===== src/rtl/xor_accum_pkg.sv =====
// xor_accum_pkg: shared state encoding and counter sizing for xor_accum.
package xor_accum_pkg;
  typedef enum logic [1:0] {IDLE, ACCUM, HOLD} state_e;
  function automatic int cnt_w(input int n);
    return $clog2(n + 1);
  endfunction
endpackage


===== src/rtl/xor_accum_xor_word.sv =====
// xor_word: combinational bitwise XOR of two WIDTH-bit words.
module xor_word #(
  parameter int WIDTH = 8
) (
  input  logic [WIDTH-1:0] a,
  input  logic [WIDTH-1:0] b,
  output logic [WIDTH-1:0] y
);
  assign y = a ^ b;
endmodule


===== src/rtl/xor_accum.sv =====
// xor_accum: XORs A^B beats over FRAME_LEN-beat frames and holds the result until taken.
// Defining XOR_ACCUM_CLEAR_EN adds a synchronous clear port that aborts the current frame.
module xor_accum
  import xor_accum_pkg::*;
#(
  parameter int WIDTH     = 8,
  parameter int FRAME_LEN = 4
) (
  input  logic             clk,
  input  logic             rst_n,
`ifdef XOR_ACCUM_CLEAR_EN
  input  logic             clear,
`endif
  input  logic [WIDTH-1:0] a,
  input  logic [WIDTH-1:0] b,
  input  logic             in_valid,
  output logic             in_ready,
  output logic [WIDTH-1:0] q,
  output logic             q_valid,
  output logic [WIDTH-1:0] acc,
  output logic             parity,
  output logic             out_valid,
  input  logic             out_ready
);
  localparam int CW = cnt_w(FRAME_LEN);
  localparam logic [CW-1:0] LAST = CW'(FRAME_LEN);
  state_e state_q, state_d;
  logic [WIDTH-1:0] acc_q, acc_d, q_q, q_d, x;
  logic [CW-1:0] cnt_q, cnt_d;
  logic q_valid_q, q_valid_d, clr, take;
`ifdef XOR_ACCUM_CLEAR_EN
  assign clr = clear;
`else
  assign clr = 1'b0;
`endif
  xor_word #(.WIDTH(WIDTH)) u_xor (.a(a), .b(b), .y(x));
  assign in_ready  = (state_q != HOLD) && !clr;
  assign take      = in_valid && in_ready;
  assign out_valid = state_q == HOLD;
  // mid-frame accumulator stays hidden until the frame completes
  assign acc       = out_valid ? acc_q : '0;
  assign parity    = ^acc;
  assign q         = q_q;
  assign q_valid   = q_valid_q;
  always_comb begin
    state_d   = state_q;
    acc_d     = acc_q;
    cnt_d     = cnt_q;
    q_d       = take ? x : q_q;
    q_valid_d = take;
    if (clr) begin
      state_d = IDLE;
      acc_d   = '0;
      cnt_d   = '0;
    end else if (state_q == HOLD) begin
      state_d = out_ready ? IDLE : HOLD;
      acc_d   = out_ready ? '0 : acc_q;
      cnt_d   = out_ready ? '0 : cnt_q;
    end else if (take) begin
      acc_d   = (state_q == IDLE) ? x : acc_q ^ x;
      cnt_d   = (state_q == IDLE) ? CW'(1) : cnt_q + 1'b1;
      state_d = (cnt_d == LAST) ? HOLD : ACCUM;
    end
  end
  always_ff @(posedge clk or negedge rst_n) begin
    if (!rst_n) begin
      state_q   <= IDLE;
      acc_q     <= '0;
      cnt_q     <= '0;
      q_q       <= '0;
      q_valid_q <= 1'b0;
    end else begin
      state_q   <= state_d;
      acc_q     <= acc_d;
      cnt_q     <= cnt_d;
      q_q       <= q_d;
      q_valid_q <= q_valid_d;
    end
  end
endmodule


===== config.mk =====
export PLATFORM = sky130hd
export DESIGN_NAME = xor_accum
export DESIGN_NICKNAME = d
export VERILOG_FILES = /design/src/rtl/xor_accum_pkg.sv /design/src/rtl/xor_accum_xor_word.sv /design/src/rtl/xor_accum.sv
export SDC_FILE = /design/constraint.sdc
export NUM_CORES = 1
export LEC_CHECK = 0
export ABC_AREA = 0
export ABC_CLOCK_PERIOD_IN_PS = 1600
export BUFFER_PORTS_ARGS = -buffer_cell sky130_fd_sc_hd__buf_2
export CORE_MARGIN = 2
export CORE_UTILIZATION = 49
export DETAILED_ROUTE_END_ITERATION = 10
export PLACE_DENSITY_LB_ADDON = 0.3
export SYNTH_ARGS = -nofsm -noshare
export SYNTH_HDL_FRONTEND = slang
export SYNTH_SLANG_ARGS = --single-unit

===== constraint.sdc =====
create_clock -name clk -period 1.6 [get_ports clk]
set_input_delay 0.32 -clock clk [delete_from_list [all_inputs] [get_ports clk]]
set_output_delay 0.32 -clock clk [all_outputs]
set_load 0.01 [all_outputs]

==> flow_summary_export.csv <==
group,metric,value,unit
outcome,status,"finished, violations left",
outcome,violations,"setup timing",
synth,yosys.area.top_type,"dfrtp_1",
finish,drive_gt1_share,38.5,%
finish,layout_common_cells,"35 x buf_2, 22 x dfrtp_1, 18 x a21oi_1",
timing,tightest_slew,497,ps
worst_setup_path,worstPathArrival,1480,ps
worst_setup_path,crit_path_frequent_cell,"xnor2_1",
timing,slew_headroom,66.9,%
timing,setup_viol,4,
global_route,grt_max_degree,23,
power,finalPower,2.84,mW
finish,utilization,69.1,%
synth,synth_warnings,0,
finish,syn2layout_area_growth,37.1,%
worst_setup_path,slowest_delay,420,ps
cts,cts_htree_levels,1,
routing,post_drt_wl_per_cell,14.3,um
synth,yosysSeqAreaShare,44.9,%
global_route,grt_usage,21.7,%
place,hpwl,1920,um
floorplan,die_w,54.0,um
routing,routed_via_density,5.20,
global_route,grt.overflow.total,0,
routing,antenna_left,0,
floorplan,fp-row-count,18,
cts,cts_made_buffers,3,
worst_setup_path,critPathLaunch,"acc_q[6]",
finish,design_area,1680,um^2
cts,root_buffer,"clkbuf_4",
global_route,antenna_found_initial,0,
routing,vias,1103,
power,peakVddDrop,0.00109,V
timing,setup_slack,-205,ps
synth,synth.avg_cell_area,9.73,um^2
synth,synth_cell_types,24,
worst_setup_path,worstSetupPathType,"register to output port",
cts,clockBufferDepth,2,
global_route,grt_pass1_vias,992,
synth,postSynthCellCount,126,
floorplan,io_pins,40,
timing,fmax,554,MHz
power,power.leakage,0.807,nW
synth,synth-seq-cells,22,
finish,final_common_cell,"buf_2",
worst_setup_path,cp-end-kind,"output port",
routing,wl,3040,um
worst_hold_path,hold_class,"input port to register",
job,cap_violations,0,
worst_setup_path,r2r-start,"state_q[1]",
timing,rsz0062_at_grt,"true",
worst_setup_path,cp_max_fo,2,
worst_setup_path,crit_buf_inv,1,
routing,drt_iter0_drc,16,
floorplan,die_area,2920,um^2
timing,timing.final.crit_share,113,%
cts,cts_tree,"built",
place,place_ws,172,ps
power,powerDensity,1690,nW/um^2
finish,nNetsFinal,204,
global_route,grt_pass1_wl,4460,um
timing,fin_skew,2.25,ps
floorplan,initial_utilization,50.4,%
cts,clk_pin_slew,130,ps
finish,antennaDiodeCount,0,
floorplan,die_h,54.0,um
synth,syn_nets,147,
timing,min_period,1800,ps
worst_setup_path,critPathTopFamily,"XOR/XNOR gates",
worst_setup_path,worst_path_max_delay_cell,"dfrtp_1",
floorplan,fp.coreArea,2430,um^2
synth,synth.top_cell.area_share,44.9,%
synth,ys_async_sr_fraction,100,%
place,routabilityCongestion,0.778,
timing,hold_slack,339,ps
place,place_area,1440,um^2
worst_setup_path,required,1280,ps
synth,synth_area_leaders,"dfrtp_1 45%, xnor2_1 10%, a21oi_1 7.3%",
worst_setup_path,cp_cell_sequence,"xnor2_1 -> xnor2_1 -> xnor2_1 -> nor2_1 -> buf_2",
routing,firstDrtPassIters,4,
place,portBuffers,39,
timing,final_hold_viol_count,0,
cts,cts_sinks,22,
synth,synth_area,1230,um^2
cts,clkLatencyLatePin,310,ps
synth,synth_edf_count,0,
routing,drc,0,
synth,ys.flop_type,"dfrtp_1",
worst_setup_path,cp-start-kind,"register",
timing,drv_slew,0,
worst_hold_path,holdCritStartpoint,"a[2]",
power by group:
part           switching (mW)  leakage (nW)  internal (mW)
clock                   0.183        0.0279          0.253
combinational           0.745         0.522          0.749
sequential              0.151         0.257          0.760
final timing paths:
check / slack (ps) / cells past startpoint / to
min in group asynchronous: 480 / 2 / q[4]
setup / recovery: -200 / 5 / parity
hold reg to reg: 530 / 1 / cnt_q[1]
setup reg to reg: 50 / 8 / acc_q[6]
hold / removal: 340 / 3 / q[2]
max in group asynchronous: 780 / 2 / q[1]
worst min-delay path: cells and delay by family:
kind            cells  cell delay, ps
buf+inv             1              80
compound gates      1              80
xor+xnor            1             150
cell usage after synthesis, drive strengths merged (2+ instances only):
| library cell | number |
|---|---|
| a32o | 2 |
| nand2 | 9 |
| nor2 | 10 |
| a22o | 4 |
| buf | 5 |
| o21ai | 5 |
| and2 | 9 |
| xor2 | 5 |
| dfrtp | 22 |
| mux2i | 5 |
| a31oi | 5 |
| xnor2 | 14 |
| a21oi | 19 |
| nor2b | 5 |
| inv | 3 |
registers in the layout, indices dropped and copies added, names as in the netlist:
register and cells:
q 8, q_valid 1, cnt_q 3, state_q 2
acc_q 8
repair_timing:
action                                  CTS  global route
gates resized for setup                   6            12
pin swaps                                 5             4
hold buffers                              1             0
endpoints found under the setup margin    9             7
hold endpoints to repair                 22             0
setup buffers                            14             1
layout make-up:
| type | instances | area (um^2) |
|---|---|---|
| clock buffers | 3 | 22.5 |
| repair buffers | 57 | 369 |
| clock inverters | 1 | 30.0 |
| well taps | 30 | 37.5 |
| multi-input cells | 96 | 656 |
| fillers | 193 | 751 |
| flip-flops and latches | 22 | 551 |
| inverters | 3 | 16.3 |
kinds of logic after synthesis:
family | share of synthesized area [%]
AND/OR/NAND/NOR | 14.3
XOR/XNOR | 13.6
adder cells (fa/ha/maj) | 1.02
multiplexers | 4.08
flip-flops | 44.9
buffers and inverters | 3.67
AO/OA/AOI/OAI | 18.5
metal layers:
metal / vias up / track usage (%) / part of all wire, % / routed length (um)
met5: - / 0 / 0 / 0
met4: 0 / 10.8 / 2.1 / 65
met3: 6 / 3.89 / 4.2 / 129
met2: 31 / 37.6 / 48 / 1460
met1: 523 / 25.5 / 45 / 1380
li1: 543 / - / - / -
per-stage QoR:
stage,TNS (ps),cells
after global placement,0,192
after global routing,-559,212
after CTS,-150,211
final,-271,212
after floorplan,0,126
after detailed placement,0,192
Power figures use the tool's default switching activity.
